## config.mk

```make
export PLATFORM = sky130hd
export DESIGN_NAME = axis_frame_arbiter
export DESIGN_NICKNAME = d
export VERILOG_FILES = /design/src/rtl/axis_arb_pkg.sv /design/src/rtl/rr_priority_encoder.sv /design/src/rtl/axis_frame_arbiter.sv
export SDC_FILE = /design/constraint.sdc
export NUM_CORES = 1
export LEC_CHECK = 0
export BUFFER_PORTS_ARGS = -buffer_cell sky130_fd_sc_hd__buf_2
export CORE_ASPECT_RATIO = 1.5
export CORE_MARGIN = 2
export CORE_UTILIZATION = 40
export CTS_BUF_LIST = sky130_fd_sc_hd__clkbuf_8
export DETAILED_ROUTE_END_ITERATION = 8
export PLACE_DENSITY_LB_ADDON = 0.2
export RECOVER_POWER = 25
export SLEW_MARGIN = 20
export SYNTH_ARGS = -nofsm -noshare
export SYNTH_HDL_FRONTEND = slang
export SYNTH_SLANG_ARGS = --single-unit
```

## constraint.sdc

```tcl
create_clock -name s_aclk -period 1.85 [get_ports s_aclk]
set_input_delay 0.185 -clock s_aclk [delete_from_list [all_inputs] [get_ports s_aclk]]
set_output_delay 0.185 -clock s_aclk [all_outputs]
set_load 0.005 [all_outputs]
```

## src/rtl/axis_arb_pkg.sv

```systemverilog
// Shared types and helpers for the frame-atomic stream arbiter.
package axis_arb_pkg;

  typedef enum logic [1:0] {
    IDLE  = 2'd0,
    GRANT = 2'd1,
    DROP  = 2'd2
  } arb_state_t;

  // tuser value stamped on the closing beat of a truncated frame
  localparam logic TRUNC_USER = 1'b1;

  // Width of a source index; never narrower than one bit
  function automatic int unsigned src_idx_w(input int unsigned n);
    return (n < 2) ? 1 : $clog2(n);
  endfunction

endpackage

```

## src/rtl/rr_priority_encoder.sv

```systemverilog
// Round-robin priority encoder: first requester at or after rr_ptr, scanning upward circularly.
module rr_priority_encoder
  import axis_arb_pkg::*;
#(
  parameter int unsigned NUM_SRC = 4,
  localparam int unsigned IDX_W  = src_idx_w(NUM_SRC)
) (
  input  logic [NUM_SRC-1:0] req,
  input  logic [IDX_W-1:0]   rr_ptr,
  output logic [IDX_W-1:0]   winner,
  output logic               any_req
);

  int unsigned idx;

  // Scan every source once starting at the pointer; the first hit wins
  always_comb begin
    winner  = '0;
    any_req = 1'b0;
    idx     = 0;
    for (int unsigned k = 0; k < NUM_SRC; k++) begin
      idx = 32'(rr_ptr) + k;
      if (idx >= NUM_SRC) idx = idx - NUM_SRC;
      if (!any_req && req[idx[IDX_W-1:0]]) begin
        any_req = 1'b1;
        winner  = idx[IDX_W-1:0];
      end
    end
  end

endmodule

```

## src/rtl/axis_frame_arbiter.sv

```systemverilog
// Frame-atomic round-robin merge of NUM_SRC AXI-Stream sources with a beat limit.
module axis_frame_arbiter
  import axis_arb_pkg::*;
#(
  parameter int unsigned NUM_SRC         = 4,
  parameter int unsigned AXI_DATA_WIDTH  = 8,
  parameter int unsigned MAX_FRAME_BEATS = 1518
) (
  input  logic                              s_aclk,
  input  logic                              s_sresetn,
  input  logic [NUM_SRC*AXI_DATA_WIDTH-1:0] s_axis_tdata,
  input  logic [NUM_SRC-1:0]                s_axis_tvalid,
  input  logic [NUM_SRC-1:0]                s_axis_tlast,
  input  logic [NUM_SRC-1:0]                s_axis_tuser,
  output logic [NUM_SRC-1:0]                s_axis_trdy,
  output logic [AXI_DATA_WIDTH-1:0]         m_axis_tdata,
  output logic                              m_axis_tvalid,
  output logic                              m_axis_tlast,
  output logic                              m_axis_tuser,
  input  logic                              m_axis_trdy,
  output logic [$clog2(NUM_SRC)-1:0]        grant_id,
  output logic                              busy,
  output logic                              trunc_pulse
);

  localparam int unsigned IDX_W = src_idx_w(NUM_SRC);
  localparam int unsigned CNT_W = $clog2(MAX_FRAME_BEATS + 1);

  arb_state_t          state_q, state_d;
  logic [IDX_W-1:0]    rr_ptr;
  logic [IDX_W-1:0]    winner;
  logic [IDX_W-1:0]    next_ptr;
  logic                any_req;
  logic [CNT_W-1:0]    beat_cnt;
  logic                user_sticky;
  logic                load_en;
  logic                at_limit;
  logic                sel_valid;
  logic                sel_last;
  logic                sel_user;
  logic [AXI_DATA_WIDTH-1:0] sel_data;
  logic                grant_accept;
  logic                frame_end;
  logic                trunc;

  rr_priority_encoder #(
    .NUM_SRC (NUM_SRC)
  ) u_rr_enc (
    .req     (s_axis_tvalid),
    .rr_ptr  (rr_ptr),
    .winner  (winner),
    .any_req (any_req)
  );

  assign load_en   = ~m_axis_tvalid | m_axis_trdy;
  assign at_limit  = (beat_cnt == CNT_W'(MAX_FRAME_BEATS - 1));
  assign sel_valid = s_axis_tvalid[grant_id];
  assign sel_last  = s_axis_tlast[grant_id];
  assign sel_user  = s_axis_tuser[grant_id];
  assign sel_data  = s_axis_tdata[grant_id*AXI_DATA_WIDTH +: AXI_DATA_WIDTH];
  assign next_ptr  = (32'(grant_id) == NUM_SRC - 1) ? '0 : grant_id + 1'b1;
  assign busy      = (state_q != IDLE);

  // State register
  always_ff @(posedge s_aclk or negedge s_sresetn) begin
    if (!s_sresetn) state_q <= IDLE;
    else            state_q <= state_d;
  end

  // Next state, per-source ready and beat-acceptance strobes
  always_comb begin
    state_d      = state_q;
    s_axis_trdy  = '0;
    grant_accept = 1'b0;
    frame_end    = 1'b0;
    trunc        = 1'b0;
    case (state_q)
      IDLE: begin
        if (any_req) state_d = GRANT;
      end
      GRANT: begin
        s_axis_trdy[grant_id] = load_en;
        if (load_en && sel_valid) begin
          grant_accept = 1'b1;
          // tlast on the limit beat is a legal frame, so it is tested first
          if (sel_last) begin
            state_d   = IDLE;
            frame_end = 1'b1;
          end else if (at_limit) begin
            state_d = DROP;
            trunc   = 1'b1;
          end
        end
      end
      DROP: begin
        s_axis_trdy[grant_id] = 1'b1;
        if (sel_valid && sel_last) begin
          state_d   = IDLE;
          frame_end = 1'b1;
        end
      end
      default: state_d = IDLE;
    endcase
  end

  // Grant, round-robin pointer, beat counter and sticky bad-frame flag
  always_ff @(posedge s_aclk or negedge s_sresetn) begin
    if (!s_sresetn) begin
      grant_id    <= '0;
      rr_ptr      <= '0;
      beat_cnt    <= '0;
      user_sticky <= 1'b0;
      trunc_pulse <= 1'b0;
    end else begin
      trunc_pulse <= trunc;
      if (state_q == IDLE && any_req) begin
        grant_id    <= winner;
        beat_cnt    <= '0;
        user_sticky <= 1'b0;
      end
      if (grant_accept) begin
        if (beat_cnt != CNT_W'(MAX_FRAME_BEATS)) beat_cnt <= beat_cnt + 1'b1;
        user_sticky <= user_sticky | sel_user;
      end
      if (frame_end) rr_ptr <= next_ptr;
    end
  end

  // Output register: loads only when empty or drained, holds while stalled
  always_ff @(posedge s_aclk or negedge s_sresetn) begin
    if (!s_sresetn) begin
      m_axis_tvalid <= 1'b0;
      m_axis_tlast  <= 1'b0;
      m_axis_tuser  <= 1'b0;
      m_axis_tdata  <= '0;
    end else if (load_en) begin
      m_axis_tvalid <= grant_accept;
      if (grant_accept) begin
        m_axis_tdata <= sel_data;
        m_axis_tlast <= sel_last | trunc;
        m_axis_tuser <= sel_user | user_sticky | (trunc & TRUNC_USER);
      end
    end
  end

endmodule

```

==> flow_summary.toml, run 1 <==
[yosys]
synth.distinct_cells = 48
yosysSeqAreaShare_pct = 37.7
ys_async_sr_fraction_pct = 100
syn_area_per_cell_sq_um = 10.0
synthFlopType = "dfrtp_1"
synth_top_area_share_pct = 37.7
synth.most_common_cell = "nand2_1"
synthTopCellsByArea = "dfrtp_1 (38%), mux4_2 (10%), nand2_1 (6.6%), ha_1 (6.3%), mux4_1 (2.6%)"
syn_area_sq_mm = 0.00199
syn_nets = 256
yosys_register_bits = 30
synth_edf_count = 0
syn_inst = 199
synthTopCellsByCount = "nand2_1 (35), dfrtp_1 (30), ha_1 (10), inv_1 (10)"
yosys.area.top_type = "dfrtp_1"
ys_warn_count = 0

[timing]
fin_setup_tns_ps = 0
hold_viol = 0
fin_crit_ps = 1770
maxSlewHeadroom_pct = 50.4
fin_skew_ps = 8.52
setup_viol = 0
max_clock_freq_mhz = 564
slew_viol_final = 0
period_share_pct = 95.9
final.setup.worst_slack_ps = 76.0
worst_pin_slew_ps = 743

[floorplan]
die_area_sq_mm = 0.00557
initial_core_util_pct = 41.4
die_w_um = 61.6
ios = 66
dieHeight_um = 90.4
core_area_sq_mm = 0.00481
row_count = 31

[grt]
track_usage_pct = 18.6
grt_pass1_vias = 1769
globalRouteMet2Util_pct = 31.9
grt_max_degree = 31
use_met3_pct = 4.73
gr-total-overflow = 0
grt_pass1_wl_mm = 7.87
antenna_found_initial = 0
use_met1_pct = 21.8
grt-busiest-layer = "met2"

[finish]
seq_area_sq_um = 752
fin_util_pct = 53.7
multiInputGateArea_sq_mm = 0.00118
nets = 334
fill_cells = 465
n_antenna_cell = 0
post-route-cell-area_sq_mm = 0.00258
drive_above_1_share_pct = 36.7
area_growth_pct = 29.7

[setup_path]
required_ps = 2050
worstSetupPathType = "register to register"
cp_max_fo = 6
crit_arrival_ps = 1980
cp-end-kind = "register"
setup.worst_path.start_class = "register"

[clock_network]
cts_buffer_depth = 2
cts_buffers = 5
clk-insertion-delay-late_ps = 280
clkSlewWorstSetupHoldPaths_ps = 70
cts_tree = "built"
cts-root-buf = "clkbuf_8"
h-tree-depth = 2
numClockSinks = 30

[run]
maxCapViolCount = 0

[detailed_routing]
wl_mm = 4.86
routedWlPerCell_um = 14.1
drcViolationCount = 0
drtPass1Iterations = 4
viasPerCell = 5.37
vias = 1848
drt-initial-drc-count = 37
postRouteAntennaNets = 0

[power_and_ir_drop]
peakVddDrop_uv = 702
power_density_mw_per_mm2 = 1310
p_leak_nw = 1.23

[place]
postPlaceCellArea_sq_mm = 0.00241
globalplace.congestion = 0.806
port_buffers = 65
pre_cts_slack_ps = 49.9
hpwlAfterDp_mm = 3.59

[run_status]
outcome = "finished clean"

[worst_hold_path]
hold_class = "input port to register"
[power by group]
part	leakage [nW]	total (mW)	switching, mW	internal [mW]
Sequential	0.389	1.04	0.173	0.866
Clock	0.0524	0.550	0.256	0.294
Combinational	0.787	1.80	0.926	0.871
Total	1.23	3.39	1.36	2.03
[cells by family after synthesis]
kind of cell | after synthesis | synth area share [%]
mux | 14 | 14.5
flops | 30 | 37.7
fa+ha+maj | 10 | 6.29
simple gates | 84 | 22.3
buf+inv | 20 | 5.15
compound gates | 40 | 13.7
xor+xnor | 1 | 0.440
[sequential cells by signal (all words and copies together) (netlist names)]
| register | cells |
|---|---|
| m_axis_tvalid | 1 |
| state_q | 2 |
| grant_id | 2 |
| trunc_pulse | 1 |
| user_sticky | 1 |
| m_axis_tuser | 1 |
| m_axis_tdata | 8 |
| beat_cnt | 11 |
| m_axis_tlast | 1 |
| rr_ptr | 2 |
[routing by layer]
layer  vias up  share of wire, %  routed length (um)
met5         -                 0                   0
met4         0              0.95                  46
met3         4               5.7                 276
met2        66                53                2600
met1       887                40                1940
li1        891                 -                   -
[critical path: stages, from the launching register on]
cell and delay, ps:
dfrtp_2 440, mux4_2 360, buf_4 140, nand3_4 100, buf_4 170, or3_1 330
a21oi_1 160
[path summary, 6_finish.rpt]
kind / start / end / slack, ps / cells past startpoint
worst max-delay path: grant_id[0]$_DFFE_PN0P_ / beat_cnt[8]$_DFF_PN0_ / 80 / 6
worst min-delay path: s_axis_tdata[26] / m_axis_tdata[2]$_DFFE_PN0P_ / 310 / 4
worst max register to register: grant_id[0]$_DFFE_PN0P_ / beat_cnt[8]$_DFF_PN0_ / 80 / 6
worst min register to register: m_axis_tdata[5]$_DFFE_PN0P_ / m_axis_tdata[5]$_DFFE_PN0P_ / 480 / 2
max in group asynchronous: s_sresetn / grant_id[0]$_DFFE_PN0P_ / 830 / 2
min in group asynchronous: s_sresetn / beat_cnt[9]$_DFF_PN0_ / 500 / 2
[metrics by stage]
stage	hold slack [ps]	total power, mW	std cells
after floorplan	-111	2.16	199
after global placement	272	2.66	330
after detailed placement	277	2.68	330
after CTS	304	3.25	339
after global routing	320	3.69	344
final	310	3.39	344
[area by class of cell]
cell class	count	share of cell area (%)
tap	66	3.20
multi-input combinational	150	45.8
sequential	30	29.1
clock buffer	6	3.20
clock inverter	2	0.339
timing repair buffer	80	16.9
inverter	10	1.45
[cell usage in the layout (no fill, tap or decap), types with 3 or more instances in the layout]
| cell | instances |
|---|---|
| clkbuf_8 | 6 |
| o21ai_0 | 9 |
| nand3_1 | 7 |
| and2_1 | 5 |
| clkbuf_1 | 5 |
| nand2_1 | 35 |
| a21oi_1 | 6 |
| mux4_2 | 9 |
| and4_1 | 3 |
| inv_1 | 10 |
| nor2_1 | 7 |
| dfrtp_1 | 29 |
| o211ai_1 | 5 |
| o31ai_1 | 3 |
| buf_4 | 12 |
| ha_1 | 9 |
| or3_1 | 3 |
| buf_2 | 60 |
| nand4_1 | 3 |
[timing repair]
| action | 4_1_cts | 5_1_grt |
|---|---|---|
| buffers inserted | 0 | 3 |
| setup endpoints to repair | 5 | 15 |
| hold buffers | 1 | 0 |
| cloned | 0 | 2 |
| resized for setup | 1 | 10 |
| hold endpoints to repair | 30 | 0 |
No activity file was read; power rests on OpenSTA's default activity.
==> run 2, diff against run 1 <==
GPL_TIMING_DRIVEN = 0   (was unset)
==> flow_summary.toml, run 2 (synthesis gave the netlist of run 1 again) <==
[timing]
slew_viol_final = 0
period_share_pct = 97.7
hold_viol = 0
maxSlewHeadroom_pct = 47.6
worst_pin_slew_ps = 786
rsz0062_at_grt = "yes"
fin_skew_ps = 6.71
fin_crit_ps = 1810
final.setup.worst_slack_ps = 42.9
max_clock_freq_mhz = 553
setup_viol = 0

[grt]
gr-total-overflow = 0
grt_max_degree = 31
antenna_found_initial = 0
grt_pass1_wl_mm = 8.26
grt_pass1_vias = 1867
track_usage_pct = 19.4

[run_status]
outcome = "finished clean"

[detailed_routing]
drcViolationCount = 0
drt-initial-drc-count = 61
wl_mm = 4.84
drtPass1Iterations = 4
viasPerCell = 5.50
postRouteAntennaNets = 0
routedWlPerCell_um = 14.1
vias = 1887

[setup_path]
slowest_stage = "or4_4"
cp_num_buf_inv = 2
cp-end-kind = "register"
cp_common_cell = "buf_6"
crit_chain = "buf_6, mux4_2, nand3_4, buf_6, or4_4, o21ai_1"
cpPeakStageDelay_ps = 490
setup.worst_path.start_class = "register"
worstSetupPathType = "register to register"
crit_family = "simple AND/OR/NAND/NOR gates"
timing.rr.start = "grant_id[0]$_DFFE_PN0P_"
crit_start = "grant_id[0]$_DFFE_PN0P_"
required_ps = 2060
crit_arrival_ps = 2020
cp_max_fo = 5

[place]
globalplace.congestion = 0.835
dp.cells = 330
port_buffers = 65
hpwlAfterDp_mm = 3.56
pre_cts_slack_ps = -191
postPlaceCellArea_sq_mm = 0.00240

[power_and_ir_drop]
p_leak_nw = 1.22
p_int_mw = 2.02
swShare_pct = 39.8
comb_power_share_pct = 52.8
power_density_mw_per_mm2 = 1300
pwr-share-seq_pct = 31.1
p_switching_mw = 1.34
peakVddDrop_uv = 566
p_clk_share_pct = 16.1
p_total_mw = 3.36

[clock_network]
numClockSinks = 30
cts-root-buf = "clkbuf_8"
clk-insertion-delay-late_ps = 280
clkSlewWorstSetupHoldPaths_ps = 70
cts_buffers = 5
cts_tree = "built"
h-tree-depth = 2
cts_buffer_depth = 2

[floorplan]
initial_core_util_pct = 41.4
row_count = 31
dieHeight_um = 90.4
ios = 66
core_area_sq_mm = 0.00481
die_area_sq_mm = 0.00557
die_w_um = 61.6

[worst_hold_path]
hold_start = "s_axis_tdata[3]"
hold_class = "input port to register"

[finish]
fill_cells = 490
area_growth_pct = 30.0
nets = 333
top_register = "beat_cnt"
final_common_cell = "buf_2"
largestRegisters = "beat_cnt: 11 flops, m_axis_tdata: 8 flops"
layout_common_cells = "buf_2 (60), nand2_1 (35), dfrtp_1 (28), inv_1 (11)"
n_antenna_cell = 0
largest_register_ffs = 11
post-route-cell-area_sq_mm = 0.00259
final_cells = 343
drive_above_1_share_pct = 36.1

[run]
maxCapViolCount = 0
## run 2: cell count changes in the layout (fill, tap and decap cells not counted), sizes merged
cell / before / now
clkbuf: 12 / 16
buf: 73 / 69
nand3: 9 / 8
## run 2: repair_timing
item / in CTS / in global routing
hold buffers: 1 / 0
setup endpoints to repair: 29 / 25
gates cloned: 0 / 1
gates resized for setup: 7 / 15
hold endpoints to repair: 30 / 0
pin swaps: 1 / 3
buffers inserted: 3 / 1
## run 2: path summary, 6_finish.rpt
kind                                               endpoint  slack [ps]  cells after the start
worst max-delay path                  beat_cnt[9]$_DFF_PN0_          40                      6
worst min-delay path            m_axis_tdata[3]$_DFFE_PN0P_         310                      4
worst max register to register        beat_cnt[9]$_DFF_PN0_          40                      6
worst min register to register  m_axis_tdata[1]$_DFFE_PN0P_         480                      2
max in group asynchronous           grant_id[1]$_DFFE_PN0P_         780                      2
min in group asynchronous             beat_cnt[5]$_DFF_PN0_         520                      2
## run 2: layer usage
metal	track usage (%)	vias up	part of all wire, %
met5	0	-	0
met4	6.91	0	2.9
met1	24.3	906	40
met3	4.87	18	5.6
li1	-	883	-
met2	31.6	80	51
## run 2: metrics by stage
step                TNS [ps]  hold slack (ps)  util [%]
global route           -33.7              309      53.8
detailed placement     -2080              273      49.9
floorplan                  0             -111         -
finish                     0              309      53.8
global placement       -1800              279      49.9
CTS                        0              304      52.8
## run 2: cell type report
| type | instances | area, sq um | share of cell area, % |
|---|---|---|---|
| inverters | 10 | 37.5 | 1.45 |
| plain buffers | 9 | 72.6 | 2.80 |
| repair buffers | 71 | 363 | 14.0 |
| clock inverters | 2 | 8.76 | 0.338 |
| clock buffers | 6 | 82.6 | 3.19 |
| well taps | 66 | 82.6 | 3.19 |
| multi-input cells | 149 | 1190 | 45.9 |
| flip-flops and latches | 30 | 753 | 29.1 |
## run 2: worst min-delay path, cell delays in order
cell and delay (ps):
buf_2 70, mux4_2 210, nand2_1 50, nand2_1 40
## run 2: power by group through the flow
stage | clock network, mW | registers [mW] | logic (mW)
finish | 0.541 | 1.05 | 1.77
global route | 0.589 | 1.08 | 1.99
CTS | 0.551 | 1.04 | 1.72
detailed placement | 0 | 1.04 | 1.64
global placement | 0 | 1.04 | 1.61
floorplan | 0 | 1.03 | 1.13
